`src/rtl/regfile_pkg.sv`:
```
// rtl/regfile_pkg.sv - shared register-file constants and counter width helper
package regfile_pkg;

  localparam int REG_ADDR_W = 5;
  localparam int NREGS      = 32;
  localparam logic [REG_ADDR_W-1:0] REG_ZERO = 5'd0;

  // Bits needed to hold 0..max_inflight outstanding writes
  function automatic int cnt_width(input int max_inflight);
    return (max_inflight < 1) ? 1 : $clog2(max_inflight + 1);
  endfunction

endpackage

```
`src/rtl/reg_pending_counter.sv`:
```
// rtl/reg_pending_counter.sv - outstanding-write counter for one architectural register
module reg_pending_counter
  import regfile_pkg::*;
#(
  parameter int MAX_INFLIGHT = 3,
  parameter int CNT_W        = cnt_width(MAX_INFLIGHT)
) (
  input  logic             clock,
  input  logic             reset,
  input  logic             inc,
  input  logic             dec,
  output logic [CNT_W-1:0] count,
  output logic             nonzero,
  output logic             full
);

  // Issue and retire in the same cycle cancel; the caller only raises dec when nonzero
  always_ff @(posedge clock) begin
    if (reset) begin
      count <= '0;
    end else if (inc && !dec) begin
      count <= count + CNT_W'(1);
    end else if (dec && !inc) begin
      count <= count - CNT_W'(1);
    end
  end

  assign nonzero = (count != '0);
  assign full    = (count == CNT_W'(MAX_INFLIGHT));

endmodule

```
`src/rtl/reg_file_raddr_scoreboard.sv`:
```
// rtl/reg_file_raddr_scoreboard.sv - decode-side scoreboard driving read addresses, stall and issue
module reg_file_raddr_scoreboard
  import regfile_pkg::*;
#(
  parameter int MAX_INFLIGHT = 3
) (
  input  logic                  clock,
  input  logic                  reset,
  input  logic                  w_dec_valid,
  input  logic [REG_ADDR_W-1:0] w_rs,
  input  logic [REG_ADDR_W-1:0] w_rt,
  input  logic                  w_rs_used,
  input  logic                  w_rt_used,
  input  logic                  w_dec_wen,
  input  logic [REG_ADDR_W-1:0] w_dec_waddr,
  input  logic                  w_wb_en,
  input  logic [REG_ADDR_W-1:0] w_wb_addr,
  output logic [REG_ADDR_W-1:0] w_raddr_a,
  output logic [REG_ADDR_W-1:0] w_raddr_b,
  output logic                  w_stall,
  output logic                  w_issue,
  output logic                  w_busy_any,
  output logic                  w_err
);

  localparam int CNT_W = cnt_width(MAX_INFLIGHT);

  logic [CNT_W-1:0] pend [1:NREGS-1];
  logic [NREGS-1:0] pend_nz;
  logic [NREGS-1:0] pend_full;
  logic             haz_a;
  logic             haz_b;
  logic             haz_full;
  logic             underflow;
  logic             err_q;

  // Register 0 is hardwired and never tracked
  assign pend_nz[0]   = 1'b0;
  assign pend_full[0] = 1'b0;

  genvar g;
  generate
    for (g = 1; g < NREGS; g++) begin : g_pend
      logic inc;
      logic dec;
      assign inc = w_issue && w_dec_wen && (w_dec_waddr == REG_ADDR_W'(g));
      assign dec = w_wb_en && (w_wb_addr == REG_ADDR_W'(g)) && pend_nz[g];
      reg_pending_counter #(
        .MAX_INFLIGHT (MAX_INFLIGHT),
        .CNT_W        (CNT_W)
      ) u_cnt (
        .clock   (clock),
        .reset   (reset),
        .inc     (inc),
        .dec     (dec),
        .count   (pend[g]),
        .nonzero (pend_nz[g]),
        .full    (pend_full[g])
      );
    end
  endgenerate

  assign w_raddr_a = w_rs;
  assign w_raddr_b = w_rt;

  // Hazards look only at registered counters, so writeback never reaches stall combinationally
  assign haz_a    = w_rs_used && (w_rs != REG_ZERO) && pend_nz[w_rs];
  assign haz_b    = w_rt_used && (w_rt != REG_ZERO) && pend_nz[w_rt];
  assign haz_full = w_dec_wen && (w_dec_waddr != REG_ZERO) && pend_full[w_dec_waddr];

  assign w_stall = w_dec_valid && (haz_a || haz_b || haz_full);
  assign w_issue = w_dec_valid && !w_stall;

  // Any outstanding write anywhere in the register file
  always_comb begin
    w_busy_any = 1'b0;
    for (int r = 1; r < NREGS; r++) begin
      w_busy_any = w_busy_any | (|pend[r]);
    end
  end

  assign underflow = w_wb_en && (w_wb_addr != REG_ZERO) && !pend_nz[w_wb_addr];

  // Sticky underflow flag, cleared only by reset
  always_ff @(posedge clock) begin
    if (reset) begin
      err_q <= 1'b0;
    end else if (underflow) begin
      err_q <= 1'b1;
    end
  end

  assign w_err = err_q;

endmodule

```
`config.mk`:
```
export PLATFORM = sky130hd
export DESIGN_NAME = reg_file_raddr_scoreboard
export DESIGN_NICKNAME = d
export VERILOG_FILES = /design/src/rtl/regfile_pkg.sv /design/src/rtl/reg_pending_counter.sv /design/src/rtl/reg_file_raddr_scoreboard.sv
export SDC_FILE = /design/constraint.sdc
export NUM_CORES = 1
export LEC_CHECK = 0
export CORE_MARGIN = 2
export CORE_UTILIZATION = 55
export CTS_CLUSTER_SIZE = 20
export DETAILED_ROUTE_END_ITERATION = 7
export GPL_TIMING_DRIVEN = 0
export PLACE_DENSITY = 0.87
export SETUP_SLACK_MARGIN = 0.05
export SYNTH_ARGS = -nofsm -noshare
export SYNTH_HDL_FRONTEND = slang
export SYNTH_HIERARCHICAL = 1
export SYNTH_SLANG_ARGS = --single-unit
export TNS_END_PERCENT = 100
```
`constraint.sdc`:
```
create_clock -name clock -period 3.55 [get_ports clock]
set_clock_uncertainty 0.05 [all_clocks]
set_input_delay 0.71 -clock clock [delete_from_list [all_inputs] [get_ports clock]]
set_output_delay 0.71 -clock clock [all_outputs]
set_load 0.01 [all_outputs]
```
==> impl_metrics.csv, run 1 <==
group,metric,value,unit
outcome,status,"finished, final reports clean",
yosys,synth_warnings,6,
drt,wl_per_cell,20.1,um
finish,diodes,0,
sta,fin_crit,3.54,ns
yosys,synth_area_leader_cell,"dfxtp_1",
pwr,powerDensity,231,nW/um2
worst_hold_path,min_path_type,"flop to flop",
global_route,grt_pass1_wl,26.3,mm
yosys,ys.flop_type,"dfxtp_1",
floorplanning,chipHeight,106,um
pwr,ir_drop,0.115,mV
floorplanning,die_x,106,um
cts,clk_latency,0.37,ns
yosys,synth-seq-cells,63,
global_route,grt_use_met1,0.374,
drt,drtIter0Drc,558,
global_route,grt.overflow.total,0,
drt,routed_wl,16.9,mm
floorplanning,fp.dieArea,11200,um2
floorplanning,start_util,0.559,
finish,nNetsFinal,761,
cts,clk_path_buf_depth,2,
cts,cts_buffers,9,
run,max_cap_viol_count,0,
worst_setup_path,worstPathRequired,2.79,ns
worst_setup_path,critical_path_class,"flop to output pin",
placed_design,dp_cells,814,
global_route,grt_use_total,0.304,
drt,drc,0,
cts,ctsHoldBuffers,0,
sta,setup_tns,0,ns
worst_setup_path,cp-start-kind,"flop",
cts,ctsHtreeMaxLevel,3,
worst_hold_path,hold_start,"w_err",
finish,area_delta_synth_final,18.3,%
cts,clk_pin_slew,0.07,ns
finish,mostFrequentLayoutCell,"xor2_1",
cts,cts.sinks,63,
global_route,grtUsageMet2,0.506,
sta,rsz0062_at_grt,"true",
finish,utilization,0.661,
global_route,use_met3,0.0594,
sta,slew_headroom,0.478,
cts,root_buffer,"clkbuf_8",
finish,drive_gt1_frac,0.271,
placed_design,gp_congestion,0.955,
global_route,busiest_layer,"met2",
finish,fillerInstances,823,
yosys,synthTopCellsByArea,"dfxtp_1, mux4_2, xor2_1",
yosys,syn_nets,703,
yosys,synth.top_cell.area_share,0.221,
placed_design,hpwl,12.6,mm
drt,antenna_left,0,
pwr,p_leak,2.75,nW
sta,finalSetupViolCount,0,
floorplanning,rows,37,
floorplanning,pin_count,41,
global_route,grt_start_max_net_pins,36,
yosys,async_flop_share,0,
finish,layout_common_cells,"xor2_1, nor2_1, dfxtp_1",
worst_setup_path,cp-startpoint,"g_pend[29].u_cnt/count[0]",
yosys,yosysSeqAreaShare,0.221,
yosys,synth_edf_count,0,
worst_setup_path,critPathCaptureType,"output pin",
pwr,total_power,1.55,mW
worst_setup_path,crit_fanout,8,
drt,first_pass_iters,6,
cts,cts_tree,"yes",
yosys,avgSynthCellArea,8.83,um2
placed_design,numPortBuffers,32,
global_route,antenna_found_initial,0,
finish,final_cells,844,
worst_setup_path,arrival,2.78,ns
yosys,syn_area,5700,um2
sta,tightest_slew,0.782,ns
yosys,syn_inst,645,
global_route,grt_pass1_vias,5194,
sta,max_freq,282,MHz
drt,viasPerCell,6.31,
floorplanning,coreArea,10200,um2
drt,via_count,5327,
sta,fin_crit_sh,0.998,
worst_setup_path,timing.rr.start,"g_pend[15].u_cnt/count[0]",
yosys,yosys.cell_types.count,51,
sta,slew_violations,0,
sta,final-hold-violation-count,0,
## final timing paths
check / to / slack, ns / cells after the start
min: w_err / 0.44 / 2
max: w_issue / 0.005 / 8
min reg2reg: w_err / 0.44 / 2
max reg2reg: g_pend[13].u_cnt/count[1] / 0.005 / 10
## kinds of logic after synthesis
kind of cell	Yosys count	synth area share
simple gates	297	0.325
compound gates	83	0.0892
buf+inv	67	0.0611
flops	63	0.221
xor+xnor	62	0.0953
mux	42	0.140
fa+ha+maj	31	0.0681
## synth_stat cells, drive strengths merged, types with 12 or more instances
cell type,count
o21ai,34
nand2,27
and3,32
or3,35
and2,34
dfxtp,63
nor3,12
ha,31
mux4,30
or2,32
nor4,42
a21oi,32
xor2,62
inv,34
buf,28
nor2,49
## state kept, by name, indices dropped and copies added, names as in the netlist
name                flops
g_pend.u_cnt/count     62
w_err                   1
## repair_timing
action	CTS	global route
setup endpoints to repair	30	29
pin swaps	5	22
setup buffers	4	10
gates resized for setup	47	37
## critical path: stages (launching register included)
cell and delay [ns]:
dfxtp_2 0.35, or2_4 0.29, mux4_2 0.48, mux2_4 0.30, a221oi_4 0.33, nor2_4 0.09
buf_8 0.16, nor4b_4 0.23, buf_2 0.18
## stage by stage
step,hold WS [ns],setup WS [ns],area (um2)
3_5_place_dp,0.418,-0.668,6200
2_1_floorplan,0.418,0.146,5700
3_3_place_gp,0.408,-0.673,6190
4_1_cts,0.436,0.0311,6460
6_report,0.435,0.00547,6740
5_1_grt,0.476,-0.0533,6740
## layout make-up
cell class              count  area [um2]  area share
plain buffers              33         238      0.0353
clock buffers              11         131      0.0195
clock inverters             5        25.0     0.00372
inverters                  34         128      0.0189
multi-input cells         515        4310       0.641
flip-flops and latches     63        1290       0.191
well taps                 136         170      0.0253
repair buffers             47         442      0.0656
## per-layer routing
metal	part of all wire	wire, um
met1	0.39	6540
met2	0.48	8170
met3	0.091	1550
met4	0.041	694
met5	0	0
## report_power, final
group          switching [mW]  internal (mW)
Clock                   0.299          0.247
Sequential            0.00669          0.711
Combinational           0.166          0.123
Note: power is estimated with default switching activity, not from simulation.
==> run 2, diff against run 1 <==
MAX_ROUTING_LAYER = met4   (was default)
PLACE_DENSITY = 0.74   (was 0.87)
==> run 2 against run 1 <==
Compared with the run above: wire length down 0.40%; register-to-register slack better by 0.10 ns; sequential power about the same; clock power up 20%; critical endpoint unchanged; largest power group unchanged.
==> impl_metrics.csv, run 2 (synthesis results as in run 1) <==
group,metric,value,unit
pwr,clockPowerShare,0.395,
worst_setup_path,worstPathRequired,2.79,ns
cts,cts.sinks,63,
drt,viasPerCell,6.19,
finish,final_cell_area,6790,um2
cts,ctsHtreeMaxLevel,3,
cts,clk_pin_slew,0.08,ns
pwr,power.switching,0.490,mW
finish,area_delta_synth_final,19.3,%
drt,drtIter0Drc,380,
global_route,grt_pass1_vias,4874,
global_route,grt_use_total,0.316,
worst_hold_path,min_path_type,"flop to flop",
finish,drive_gt1_frac,0.270,
sta,fin_crit,3.48,ns
drt,via_count,5223,
placed_design,placed_cell_area,6210,um2
pwr,ir_drop,0.196,mV
floorplanning,pin_count,41,
pwr,p_int,1.17,mW
global_route,antenna_found_initial,0,
pwr,powerDensity,245,nW/um2
drt,drc,0,
pwr,switching_share,0.295,
worst_setup_path,critPathCaptureType,"output pin",
cts,cts_tree,"yes",
outcome,status,"finished, final reports clean",
pwr,total_power,1.66,mW
pwr,sequentialPowerShare,0.432,
placed_design,gp_congestion,0.958,
cts,clk_latency,0.38,ns
pwr,p_comb_frac,0.173,
floorplanning,chipHeight,106,um
sta,tightest_slew,0.794,ns
worst_setup_path,critical_path_class,"flop to output pin",
cts,root_buffer,"clkbuf_8",
cts,clk_path_buf_depth,2,
floorplanning,coreArea,10200,um2
floorplanning,rows,37,
drt,top_layer,"met4",
drt,wl_met1,7.43,mm
floorplanning,die_x,106,um
drt,routed_wl,16.9,mm
global_route,grt_pass1_wl,26.4,mm
worst_setup_path,crit_fanout,8,
run,max_cap_viol_count,0,
finish,diodes,0,
finish,layout_common_cells,"xor2_1, nor2_1, dfxtp_1",
sta,final-hold-violation-count,0,
worst_setup_path,cp-start-kind,"flop",
sta,slew_headroom,0.469,
sta,finalSetupViolCount,0,
pwr,p_leak,2.76,nW
finish,utilization,0.667,
placed_design,hpwl,12.6,mm
sta,fin_crit_sh,0.980,
drt,wl_per_cell,20.0,um
global_route,grt.overflow.total,0,
cts,cts_buffers,9,
finish,nNetsFinal,761,
finish,mostFrequentLayoutCell,"xor2_1",
sta,rsz0062_at_grt,"true",
sta,max_freq,287,MHz
placed_design,numPortBuffers,32,
finish,largest_register_ffs,62,
drt,first_pass_iters,5,
worst_setup_path,arrival,2.72,ns
floorplanning,start_util,0.559,
drt,met2_length,7.77,mm
floorplanning,fp.dieArea,11200,um2
global_route,grt_start_max_net_pins,34,
drt,routed-wl-met3,1.29,mm
sta,slew_violations,0,
drt,antenna_left,0,
finish,regMostFlops,"g_pend.u_cnt/count",
==> run 2: power groups by stage <==
| stage | clock (mW) | combinational, mW | sequential [mW] |
|---|---|---|---|
| 2_1_floorplan | 0 | 0.148 | 0.733 |
| 3_3_place_gp | 0 | 0.252 | 0.734 |
| 3_5_place_dp | 0 | 0.258 | 0.734 |
| 4_1_cts | 0.667 | 0.266 | 0.717 |
| 5_1_grt | 0.686 | 0.306 | 0.718 |
| 6_report | 0.657 | 0.288 | 0.718 |
==> run 2: worst paths after layout <==
path / to / slack, ns / cells after the start / startpoint
min: w_err / 0.43 / 2 / w_err
max: w_issue / 0.07 / 8 / g_pend[29].u_cnt/count[0]
min reg2reg: w_err / 0.43 / 2 / w_err
max reg2reg: g_pend[22].u_cnt/count[1] / 0.11 / 11 / g_pend[29].u_cnt/count[0]
==> run 2: repair_timing <==
item | 4_1_cts | 5_1_grt
buffers inserted | 5 | 9
pin swaps | 3 | 18
hold buffers | 0 | 0
setup endpoints to repair | 29 | 27
gates resized for setup | 47 | 37
==> run 2: layout make-up <==
cell class / count / area, um2
clock buffer: 10 / 138
clock inverter: 6 / 60.1
inverter: 34 / 128
buffer: 33 / 241
sequential: 63 / 1280
fill: 862 / 3390
tap: 136 / 170
timing repair buffer: 47 / 447
multi-input combinational: 515 / 4330
==> run 2: layer usage <==
metal | track usage | vias to the layer above
met5 | - | -
met4 | 0.106 | 0
met3 | 0.0501 | 25
met2 | 0.490 | 216
met1 | 0.424 | 2539
li1 | - | 2443
==> run 2: worst max-delay path, stage by stage (launching register included) <==
cell and delay (ns):
dfxtp_2 0.35, or2_4 0.28, mux4_2 0.48, mux2_2 0.30
a221oi_4 0.32, nor2_4 0.08, buf_8 0.16, nor4b_2 0.20
buf_2 0.17
==> run 2: per-stage QoR <==
step | hold WS (ns) | setup WS (ns) | instances | TNS (ns)
3_3_place_gp | 0.409 | -0.616 | 813 | -20.54
2_1_floorplan | 0.418 | 0.146 | 645 | 0
4_1_cts | 0.436 | 0.00813 | 835 | 0
6_report | 0.432 | 0.0699 | 844 | 0
3_5_place_dp | 0.414 | -0.589 | 814 | -17.83
5_1_grt | 0.483 | -0.00402 | 844 | -0.00402
==> run 3, diff against run 2 <==
==> constraint.sdc (replaced) <==
create_clock -name clock -period 3.55 [get_ports clock]
set_clock_uncertainty 0.05 [all_clocks]
set_input_delay 0.355 -clock clock [delete_from_list [all_inputs] [get_ports clock]]
set_output_delay 0.355 -clock clock [all_outputs]
set_load 0.01 [all_outputs]
==> run 3 against run 2 <==
Compared with the run above: setup slack better by 0.059 ns; combinational power is 5% lower; sequential share of layout area is 0.26 points higher; global-route usage is 0.089 points lower; cell count is 1.2% lower; die area stayed put; final area is 3.0% lower; sequential power hardly changed.
==> impl_metrics.csv, run 3 (synthesis results as in run 1) <==
group,metric,value,unit
outcome,status,"finished, final reports clean",
global_route,grtUsageMet2,0.483,
global_route,grt.overflow.total,0,
finish,diodes,0,
worst_setup_path,rr_endpoint,"g_pend[13].u_cnt/count[1]",
finish,drive_gt1_frac,0.218,
worst_setup_path,critical_path_buf_inv_count,1,
finish,final-seq-area,1260,um2
floorplanning,coreArea,10200,um2
drt,first_pass_iters,5,
pwr,p_leak,2.69,nW
global_route,grt_start_max_net_pins,34,
cts,cts_buffers,9,
floorplanning,pin_count,41,
worst_setup_path,timing.rr.start,"g_pend[30].u_cnt/count[0]",
global_route,grt_pass1_vias,4878,
cts,ctsHtreeMaxLevel,3,
drt,drtIter0Drc,429,
worst_setup_path,cp.depth,10,
worst_setup_path,critPathCaptureType,"flop",
finish,utilization,0.647,
floorplanning,fp.dieArea,11200,um2
cts,clk_path_buf_depth,2,
floorplanning,rows,37,
global_route,antenna_found_initial,0,
floorplanning,start_util,0.559,
worst_setup_path,critPathMaxStageDelay,0.50,ns
worst_setup_path,worstPathRequired,3.82,ns
placed_design,hpwl,12.6,mm
finish,final_cells,834,
finish,area_delta_synth_final,15.7,%
placed_design,numPortBuffers,32,
drt,drc,0,
worst_setup_path,path_delay_family,"simple AND/OR/NAND/NOR gates",
sta,tightest_slew,1.01,ns
run,max_cap_viol_count,0,
worst_setup_path,r2r_cells,10,
worst_hold_path,min_path_type,"input pin to flop",
finish,largest_register_ffs,62,
drt,viasPerCell,6.21,
sta,slew_violations,0,
sta,finalSetupViolCount,0,
finish,regMostFlops,"g_pend.u_cnt/count",
floorplanning,die_x,106,um
sta,whs,0.428,ns
global_route,grt_pass1_wl,26.3,mm
drt,routed_wl,16.7,mm
global_route,grt_use_total,0.315,
pwr,ir_drop,0.192,mV
pwr,powerDensity,251,nW/um2
worst_setup_path,cp-startpoint,"g_pend[30].u_cnt/count[0]",
worst_setup_path,crit_end,"g_pend[13].u_cnt/count[1]",
sta,final-hold-violation-count,0,
worst_setup_path,r2r_slack,0.13,ns
drt,via_count,5183,
worst_setup_path,critical_path_class,"flop to flop",
global_route,grt_use_met1,0.420,
finish,layout_common_cells,"dfxtp_1, xor2_1, nor2_1",
global_route,use_met3,0.0625,
finish,fillerInstances,886,
cts,cts.sinks,63,
worst_setup_path,cp-start-kind,"flop",
worst_setup_path,crit_path_top_delay_cell,"mux4_2",
drt,wl_per_cell,20.0,um
sta,fin_crit_sh,0.964,
drt,antenna_left,0,
sta,rsz0062_at_grt,"true",
floorplanning,chipHeight,106,um
placed_design,gp_congestion,0.958,
worst_setup_path,cp_common_cell,"mux4_2",
global_route,busiest_layer,"met2",
sta,fin_crit,3.42,ns
finish,multi_input_area,4220,um2
worst_setup_path,crit_chain,"or2_4, mux4_2, mux4_2, nand2_1, a21oi_2, buf_6, nor4_4, ha_1, or3_1, a21oi_1",
placed_design,dp_cells,814,
cts,clk_latency,0.39,ns
cts,root_buffer,"clkbuf_8",
sta,max_freq,292,MHz
cts,clk_pin_slew,0.08,ns
sta,slew_headroom,0.323,
finish,mostFrequentLayoutCell,"dfxtp_1",
worst_setup_path,arrival,3.69,ns
cts,cts_tree,"yes",
worst_setup_path,crit_fanout,10,
finish,nNetsFinal,751,
-- run 3: worst register-to-register path: stages (launching register included) --
cell and delay (ns):
dfxtp_1 0.36, or2_4 0.30, mux4_2 0.47, mux4_2 0.50
nand2_1 0.10, a21oi_2 0.16, buf_6 0.23, nor4_4 0.36
ha_1 0.32, or3_1 0.37, a21oi_1 0.14
-- run 3: layer usage --
layer | vias up | routed length (um)
met5 | - | 0
met4 | 0 | 401
met3 | 28 | 1470
met2 | 222 | 7600
met1 | 2504 | 7200
li1 | 2429 | -
-- run 3: power breakdown --
group | internal, mW | leakage, nW | switching, mW | total [mW]
Clock | 0.339 | 0.0981 | 0.323 | 0.662
Sequential | 0.712 | 0.508 | 0.00645 | 0.718
Combinational | 0.118 | 2.09 | 0.158 | 0.275
-- run 3: how the worst min path moves through the flow --
stage,start,end,slack (ns),cells past startpoint
after floorplan,reset,g_pend[10].u_cnt/count[1],0.37,1
after global placement,w_err,w_err,0.41,2
after detailed placement,w_err,w_err,0.41,2
after CTS,w_err,w_err,0.44,2
after global routing,reset,g_pend[29].u_cnt/count[0],0.48,2
final,reset,g_pend[6].u_cnt/count[0],0.43,2
-- run 3: stage by stage --
step / setup slack [ns] / total power [mW] / setup TNS (ns) / instance area (um2)
after floorplan: 0.501 / 0.881 / 0 / 5700
after global placement: -0.200 / 0.986 / -2.13 / 6190
after detailed placement: -0.199 / 0.992 / -1.82 / 6210
after CTS: 0.0221 / 1.65 / 0 / 6430
after global routing: 0.0295 / 1.70 / 0 / 6590
final: 0.129 / 1.66 / 0 / 6590
-- run 3: what timing repair did --
item	CTS	global route
resized for setup	4	30
buffers inserted	1	3
hold buffers	0	0
pin swaps	2	2
setup endpoints to repair	12	30
gates cloned	0	0
-- run 3: cell type report --
cell class / count / area share
Timing Repair Buffer: 37 / 0.0568
Clock buffer: 10 / 0.0209
Buffer: 33 / 0.0363
Clock inverter: 6 / 0.00911
Tap cell: 136 / 0.0258
Multi-Input combinational cell: 515 / 0.640
Sequential cell: 63 / 0.191
Inverter: 34 / 0.0194
